### src/rtl/fp_div_seq.sv
// fp_div_seq
// Sequential IEEE-754 single-precision divider, OUT = A / B.
// A restoring radix-2 mantissa divider produces one quotient bit per clock.
// Denormal inputs and outputs are supported. Results truncate toward zero.
// NaN, +/-INF and +/-0 are resolved in one cycle without iterating.
//
// Ports:
//   clk    - system clock, rising edge
//   rst_n  - asynchronous active-low reset
//   start  - request, sampled only while idle; A and B are captured on that edge
//   A, B   - dividend and divisor, IEEE-754 single
//   busy   - high from the capture edge until the edge that raises done
//   done   - one-cycle pulse; OUT is valid from this cycle on
//   OUT    - quotient, held until the next result is written
module fp_div_seq (
    input  logic        clk,
    input  logic        rst_n,
    input  logic        start,
    input  logic [31:0] A,
    input  logic [31:0] B,
    output logic        busy,
    output logic        done,
    output logic [31:0] OUT
);

    typedef enum logic [1:0] {
        IDLE = 2'd0,
        PRE  = 2'd1,
        DIV  = 2'd2,
        POST = 2'd3
    } state_t;

    // Leading-zero count of a 24-bit value (24 when the value is zero).
    function automatic logic [4:0] lzc24(input logic [23:0] v);
        logic [4:0] n;
        logic       hit;
        n   = 5'd0;
        hit = 1'b0;
        for (int i = 23; i >= 0; i--) begin
            if (!hit && !v[i]) begin
                n = n + 5'd1;
            end else begin
                hit = 1'b1;
            end
        end
        return n;
    endfunction

    state_t             state_q, state_d;
    logic        [31:0] a_q, a_d;
    logic        [31:0] b_q, b_d;
    logic               busy_q, busy_d;
    logic               done_q, done_d;
    logic        [31:0] out_q, out_d;
    logic               so_q, so_d;
    logic signed [9:0]  exp_q, exp_d;
    logic        [24:0] rem_q, rem_d;
    logic        [23:0] div_q, div_d;
    logic        [24:0] quo_q, quo_d;
    logic        [4:0]  cnt_q, cnt_d;

    // Operand classification and normalization (used in PRE)
    logic               so_s;
    logic               a_nan_s, b_nan_s, a_inf_s, b_inf_s, a_zero_s, b_zero_s;
    logic        [4:0]  lzc_a_s, lzc_b_s;
    logic        [23:0] ma_s, mb_s;
    logic signed [9:0]  ea_s, eb_s;
    // Iteration step (used in DIV)
    logic               ge_s;
    logic        [24:0] rem_sub_s;
    // Normalization and packing of the result (used in POST)
    logic        [23:0] m_s;
    logic signed [9:0]  e_post_s;
    logic signed [9:0]  sh_s;
    logic        [22:0] mant_sh_s;

    // Next-state, datapath and output computation
    always_comb begin
        state_d = state_q;
        a_d     = a_q;
        b_d     = b_q;
        busy_d  = busy_q;
        done_d  = 1'b0;
        out_d   = out_q;
        so_d    = so_q;
        exp_d   = exp_q;
        rem_d   = rem_q;
        div_d   = div_q;
        quo_d   = quo_q;
        cnt_d   = cnt_q;

        so_s     = a_q[31] ^ b_q[31];
        a_nan_s  = (a_q[30:23] == 8'hFF) && (a_q[22:0] != 23'h0);
        b_nan_s  = (b_q[30:23] == 8'hFF) && (b_q[22:0] != 23'h0);
        a_inf_s  = (a_q[30:23] == 8'hFF) && (a_q[22:0] == 23'h0);
        b_inf_s  = (b_q[30:23] == 8'hFF) && (b_q[22:0] == 23'h0);
        a_zero_s = (a_q[30:0] == 31'h0);
        b_zero_s = (b_q[30:0] == 31'h0);
        lzc_a_s  = lzc24({1'b0, a_q[22:0]});
        lzc_b_s  = lzc24({1'b0, b_q[22:0]});

        // Denormals are shifted up so the mantissa MSB is always set;
        // the shift is paid back through the effective exponent.
        if (a_q[30:23] == 8'h00) begin
            ma_s = {1'b0, a_q[22:0]} << lzc_a_s;
            ea_s = 10'sd1 - $signed({5'd0, lzc_a_s});
        end else begin
            ma_s = {1'b1, a_q[22:0]};
            ea_s = $signed({2'b00, a_q[30:23]});
        end
        if (b_q[30:23] == 8'h00) begin
            mb_s = {1'b0, b_q[22:0]} << lzc_b_s;
            eb_s = 10'sd1 - $signed({5'd0, lzc_b_s});
        end else begin
            mb_s = {1'b1, b_q[22:0]};
            eb_s = $signed({2'b00, b_q[30:23]});
        end

        ge_s = (rem_q >= {1'b0, div_q});
        if (ge_s) begin
            rem_sub_s = rem_q - {1'b0, div_q};
        end else begin
            rem_sub_s = rem_q;
        end

        // Both mantissas lie in [1,2), so the quotient lies in (1/2,2):
        // either the integer bit or the next bit is set.
        if (quo_q[24]) begin
            m_s      = quo_q[24:1];
            e_post_s = exp_q;
        end else begin
            m_s      = quo_q[23:0];
            e_post_s = exp_q - 10'sd1;
        end
        sh_s      = 10'sd1 - e_post_s;
        mant_sh_s = 23'(m_s >> sh_s[4:0]);

        case (state_q)
            IDLE: begin
                if (start) begin
                    a_d     = A;
                    b_d     = B;
                    busy_d  = 1'b1;
                    state_d = PRE;
                end else begin
                    state_d = IDLE;
                end
            end
            PRE: begin
                so_d = so_s;
                if (a_nan_s || b_nan_s || (a_zero_s && b_zero_s) || (a_inf_s && b_inf_s)) begin
                    out_d   = {so_s, 8'hFF, 23'h7FFFFF};
                    done_d  = 1'b1;
                    busy_d  = 1'b0;
                    state_d = IDLE;
                end else if (a_inf_s || b_zero_s) begin
                    out_d   = {so_s, 8'hFF, 23'h000000};
                    done_d  = 1'b1;
                    busy_d  = 1'b0;
                    state_d = IDLE;
                end else if (a_zero_s || b_inf_s) begin
                    out_d   = {so_s, 8'h00, 23'h000000};
                    done_d  = 1'b1;
                    busy_d  = 1'b0;
                    state_d = IDLE;
                end else begin
                    exp_d   = ea_s - eb_s + 10'sd127;
                    rem_d   = {1'b0, ma_s};
                    div_d   = mb_s;
                    quo_d   = 25'd0;
                    cnt_d   = 5'd24;
                    state_d = DIV;
                end
            end
            DIV: begin
                quo_d = {quo_q[23:0], ge_s};
                rem_d = rem_sub_s << 5'd1;
                if (cnt_q == 5'd0) begin
                    state_d = POST;
                end else begin
                    cnt_d   = cnt_q - 5'd1;
                    state_d = DIV;
                end
            end
            POST: begin
                if (e_post_s >= 10'sd255) begin
                    out_d = {so_q, 8'hFF, 23'h000000};
                end else if (e_post_s >= 10'sd1) begin
                    out_d = {so_q, e_post_s[7:0], m_s[22:0]};
                end else if (sh_s >= 10'sd24) begin
                    out_d = {so_q, 8'h00, 23'h000000};
                end else begin
                    out_d = {so_q, 8'h00, mant_sh_s};
                end
                done_d  = 1'b1;
                busy_d  = 1'b0;
                state_d = IDLE;
            end
            default: begin
                busy_d  = 1'b0;
                state_d = IDLE;
            end
        endcase
    end

    // State and datapath registers
    always_ff @(posedge clk or negedge rst_n) begin
        if (!rst_n) begin
            state_q <= IDLE;
            a_q     <= 32'h0;
            b_q     <= 32'h0;
            busy_q  <= 1'b0;
            done_q  <= 1'b0;
            out_q   <= 32'h0;
            so_q    <= 1'b0;
            exp_q   <= 10'sd0;
            rem_q   <= 25'd0;
            div_q   <= 24'd0;
            quo_q   <= 25'd0;
            cnt_q   <= 5'd0;
        end else begin
            state_q <= state_d;
            a_q     <= a_d;
            b_q     <= b_d;
            busy_q  <= busy_d;
            done_q  <= done_d;
            out_q   <= out_d;
            so_q    <= so_d;
            exp_q   <= exp_d;
            rem_q   <= rem_d;
            div_q   <= div_d;
            quo_q   <= quo_d;
            cnt_q   <= cnt_d;
        end
    end

    assign busy = busy_q;
    assign done = done_q;
    assign OUT  = out_q;

endmodule

### config.mk
export PLATFORM = sky130hd
export DESIGN_NAME = fp_div_seq
export DESIGN_NICKNAME = d
export VERILOG_FILES = /design/src/rtl/fp_div_seq.sv
export SDC_FILE = /design/constraint.sdc
export NUM_CORES = 1
export LEC_CHECK = 0
export BUFFER_PORTS_ARGS = -buffer_cell sky130_fd_sc_hd__buf_4
export CAP_MARGIN = 0
export CORE_MARGIN = 2
export CORE_UTILIZATION = 40
export DETAILED_ROUTE_END_ITERATION = 10
export PLACE_DENSITY = 0.55
export SLEW_MARGIN = 20
export SYNTH_ARGS = -nofsm -noshare
export SYNTH_HDL_FRONTEND = slang
export SYNTH_SLANG_ARGS = --single-unit
### constraint.sdc
create_clock -name clk -period 12.9 [get_ports clk]
set_input_delay 0.645 -clock clk [delete_from_list [all_inputs] [get_ports clk]]
set_output_delay 0.645 -clock clk [all_outputs]
set_load 0.01 [all_outputs]
# --- Yosys cells after proc, flatten, opt, wreduce, memory -nomap -nowiden ---
# Index checks and enable logic that the tools add are counted.
word_totals:
  in_bits: 67
  output_inout_bits: 34
  wordCells: 380
  register_bits: 190
classes:
  n_eq_ne: 11
  mux: 132
  bitwise_logic: 4
  shifts: 3
  reduce_logical: 162
  addsub: 52
  order_cmp: 4
ops:
  columns: ["op", "n"]
  rows:
  - ["$mux W5", 48]
  - ["$add A5 B1 Y5 const B", 43]
  - ["$mux W25", 6]
  - ["$pmux W25 S2", 2]
  - ["$mux W24", 4]
  - ["$mux W32", 3]
  - ["$logic_not A1 Y1", 88]
  - ["$pmux W32 S2", 1]
  - ["$logic_not A31 Y1", 2]
  - ["$mux W31", 2]
  - ["$mux W1", 53]
  - ["$logic_and A1 B1 Y1", 50]
  - ["$shl A23 B5 Y24", 2]
  - ["$logic_not A23 Y1", 2]
  - ["$reduce_bool A23 Y1", 2]
  - ["$mux W10", 3]
  - ["$ge A25 B24 Y1", 1]
  - ["$shr A24 B5 Y23", 1]
  - ["$sub A24 B24 Y24", 1]
  - ["$mux W23", 1]
  - ["$eq A8 B8 Y1 const B", 2]
  - ["$logic_not A8 Y1", 2]
  - ["$sub A1 B5 Y6 const A", 2]
  - ["$add A10 B8 Y10 const B", 1]
  - ["28 further kinds", 46]

# --- Longest topological paths before layout ---
logic_depth:
  depth_word: 73
  ltp_mapped: 68
  depth_no_buf: 66

# --- Worst setup path before layout ---
# OpenSTA, ideal clock, no wires.
synth_timing:
  kind: "register to register"
  startpoint: "reg a_q[20]"
  endpoint: "reg exp_q[9]"
  setup_ns: 0.135
  period_less_slack_ns: 11.358
  required_ns: 12.765
  arrival_ns: 11.223
  setup_slack_ns: 1.542
  stages_incl_launch_ff: 65
  path_buffers: 3
  cell_sequence: "dfrtp_1 -> clkbuf_1 -> o21ai_0 -> nand2b_1 -> ha_1 -> nand3_1 -> a21oi_1 -> nand2_1 -> nand2_1 -> ha_1 -> a21oi_1 -> or3_1 -> a31oi_1 -> ha_1 -> mux2i_1 -> o21ai_0 -> a22oi_1 -> mux2i_1 -> [29 not listed] -> nor2_1 -> a21o_1 -> clkbuf_1 -> buf_1 -> ha_1 -> xor2_1 -> o21bai_1 -> ha_1 -> ha_1 -> nor2b_1 -> o21ai_0 -> nand2b_1 -> a21oi_1 -> o21bai_1 -> a21o_1 -> a21oi_1 -> xnor2_1 -> o21ai_0"
synth_via:
  elab_chain_len: 67
  word_cells_on_any_way: 123
  cone_classes: "add/sub: 23; mux: 42; bitwise: 3; reduce/logical: 55"
synth_rtl:
  columns: ["item", "line", "rtl"]
  rows:
  - ["start, declared", "50", "logic [31:0] a_q, a_d;"]
  - ["start signal, assigned", "210", "a_q <= 32'h0;"]
  - ["start signal, assigned", "223", "a_q <= a_d;"]
  - ["branches (longest 67 deep; another with $add A5 B1 Y5)", null, null]
  - ["end signal, assigned", "229", "exp_q <= exp_d;"]
  - ["end, declared", "56", "logic signed [9:0] exp_q, exp_d;"]
# Parallel ways; which one is timed is not known.
# A chain may end at the register's enable or synchronous reset.

# --- Worst setup path after layout ---
layout_timing:
  startpoint: "reg a_q[19]"
  endpoint: "reg exp_q[9]"
layout_via:
  elab_chain_len: 64
  word_cells_on_any_way: 118
  cone_classes: "add/sub: 22; mux: 40; bitwise: 3; reduce/logical: 53"
layout_rtl:
  columns: ["item"]
  rows:
  - ["branches (longest 64 deep; another with $add A5 B1 Y5)"]
# Parallel ways; which one is timed is not known.

==> flow_summary.json <==
{
  "track_usage_pct": 24.2,
  "synth-edff-count": 0,
  "cap_viol_max_count": 0,
  "yosysUniqueCellTypes": 103,
  "hold_viol": 0,
  "cts_made_buffers": 17,
  "synth_mux_area_share_pct": 11.6,
  "cts_tree": "done",
  "grt_pass1_vias": 17400,
  "synth_fp_nets": 2659,
  "final_common_cell": "nand2_1",
  "wl_per_cell_um": 19.1,
  "hold_ws_ps": 250,
  "h-tree-depth": 4,
  "vias": 18200,
  "clock_skew_ps": 15.4,
  "period_share_pct": 92.4,
  "grt_max_degree": 97,
  "critical_path_arrival_ps": 12300,
  "clkSinkCount": 190,
  "synth_fa_ha_area_share_pct": 6.14,
  "drcViolationCount": 0,
  "most-common-layout-cells": "nand2_1 (354), nor2_1 (239), o21ai_0 (216)",
  "synth-seq-area-share_pct": 25.0,
  "cts_buffer_depth": 2,
  "areaGrowthSynthToFinish_pct": 9.85,
  "synth_area_per_cell_um2": 7.58,
  "first_pass_iters": 6,
  "worst_pin_slew_ps": 1060,
  "r2r_setup_slack_ps": 980,
  "final_cells": 3122,
  "grt_overflow": 0,
  "fmax_mhz": 83.9,
  "dominantRegCellSynth": "dfrtp_1",
  "nets": 2656,
  "root_buffer": "clkbuf_16",
  "post-route-cell-area_mm2": 0.0209,
  "status": "finished, final reports clean",
  "end_kind": "flop",
  "ios": 101,
  "setup_viol": 0,
  "hpwl_um": 45100,
  "critPathMaxFanout": 12,
  "detail-route-antenna-nets": 0,
  "rsz0062_at_grt": "no",
  "cp_common_cell": "ha_1",
  "clk_latency_ps": 500,
  "critPathMaxStageDelay_ps": 450,
  "io_buffers": 100,
  "seqCellArea_mm2": 0.00476,
  "drive_above_1_share_pct": 12.0,
  "synthArstFlopShare_pct": 100,
  "die_area_mm2": 0.0492,
  "design.core.area_mm2": 0.0467,
  "wirelength_um": 59600,
  "synth_xor_area_share_pct": 5.68,
  "first_iter_violations": 1321,
  "nFillCells": 4810,
  "grt_pass1_wl_um": 96100,
  "synthCells": 2505,
  "antenna_found_initial": 1,
  "slew_viol_final": 0,
  "die_y_um": 222,
  "fp.dieW_um": 222,
  "syn_area_mm2": 0.0190,
  "place_area_mm2": 0.0201,
  "fin_crit_ps": 11920,
  "path_clk_slew_ps": 90,
  "hold_path_class": "in2async",
  "path_class": "reg2reg",
  "synth_top_family_by_area": "simple AND/OR/NAND/NOR gates",
  "multi_input_area_mm2": 0.0132,
  "rows": 79,
  "finalSetupTns_ps": 0,
  "dpl.cell_count": 3088,
  "yosys_register_bits": 190,
  "antenna_cells": 0,
  "worstPathRequired_ps": 13280,
  "synth-warning-count": 0,
  "synth_compound_area_share_pct": 22.7,
  "slew_headroom_pct": 29.0,
  "synth_simple_gate_area_share_pct": 23.2,
  "avgViaCountPerCell": 5.83,
  "initial_utilization_pct": 40.7,
  "cp-start-kind": "flop",
  "critPathSlowestCell": "dfrtp_1",
  "gp_congestion": 0.900
}
==> sequential cells by signal, summed over array words and instances (netlist names), 5 cells and up, named ones only <==
signal and count:
OUT 32, a_q 32, b_q 32, cnt_q 5
div_q 24, exp_q 10, quo_q 25, rem_q 25
==> cell type report <==
| type | instances | share of cell area [%] |
|---|---|---|
| multi-input cells | 2043 | 63.4 |
| flip-flops and latches | 190 | 22.8 |
| repair buffers | 134 | 4.85 |
| well taps | 607 | 3.64 |
| inverters | 116 | 2.09 |
| clock buffers | 17 | 2.04 |
| clock inverters | 15 | 1.13 |
==> timing repair <==
| item | CTS | global route |
|---|---|---|
| gates resized for setup | 0 | 7 |
| buffers inserted | 0 | 2 |
| hold buffers | 0 | 0 |
| setup endpoints to repair | 0 | 19 |
==> cells in the mapped netlist (23+ instances only) <==
cell type / number / area share (%)
nand2_1: 355 / 7.0
nor2_1: 240 / 4.7
o21ai_0: 216 / 5.7
a21oi_1: 209 / 5.5
dfrtp_1: 190 / 25
mux2i_1: 142 / 7.5
inv_1: 112 / 2.2
clkbuf_1: 108 / 2.1
ha_1: 85 / 5.6
mux2_2: 68 / 4.0
xnor2_1: 66 / 3.0
nand3_1: 58 / 1.5
nor2b_1: 50 / 1.6
nor3_1: 49 / 1.3
o22ai_1: 38 / 1.3
xor2_1: 33 / 1.5
a21o_1: 28 / 1.1
nand2b_1: 25 / 0.82
a211oi_1: 24 / 0.95
buf_2: 24 / 0.63
nand4_1: 23 / 0.76
==> kinds of logic (layout without fill, tap and decap cells) <==
kind of cell,count (synthesis),count (layout)
and+or+nand+nor,930,930
AOI/OAI and AO/OA,700,700
buffers and inverters,272,282
muxes,211,211
DFF,190,190
xor gates and xnor gates,109,109
adders and majority gates,93,93
==> per-stage QoR <==
| step | worst slack (ps) | utilization [%] |
|---|---|---|
| floorplan | 1540 | - |
| global placement | 789 | 43.2 |
| detailed placement | 531 | 43.2 |
| CTS | 461 | 44.6 |
| global route | 24.1 | 44.7 |
| finish | 980 | 44.7 |
==> path summary, 6_finish.rpt <==
| path | from | endpoint | depth (start not counted) |
|---|---|---|---|
| setup reg to reg | a_q[19] | exp_q[9] | 63 |
| hold / removal | rst_n | a_q[8] | 1 |
| min in group clk | B[20] | b_q[20] | 3 |
| hold reg to reg | cnt_q[4] | state_q[0] | 1 |
| setup / recovery | a_q[19] | exp_q[9] | 63 |
| max in group asynchronous | rst_n | quo_q[24] | 2 |
==> layer usage <==
| layer | part of all wire (%) | up-vias | GRT usage (%) |
|---|---|---|---|
| met3 | 4.0 | 75 | 3.25 |
| li1 | - | 8926 | - |
| met2 | 46 | 427 | 39.5 |
| met4 | 1.8 | 2 | 6.41 |
| met5 | 0.015 | - | 0 |
| met1 | 48 | 8765 | 33.6 |
==> critical path: cells and delay by family, from the launching register on <==
family / cells / cell delay [ps]
AO/OA/AOI/OAI: 25 / 4110
XOR/XNOR: 3 / 610
adder cells (fa/ha/maj): 13 / 3700
buffers and inverters: 4 / 490
flip-flops: 1 / 450
multiplexers: 6 / 1090
AND/OR/NAND/NOR: 12 / 1330
Power is left out: the tool's default activity adds up to more than one toggle a clock period on the data nets, which glitch-free logic cannot reach.
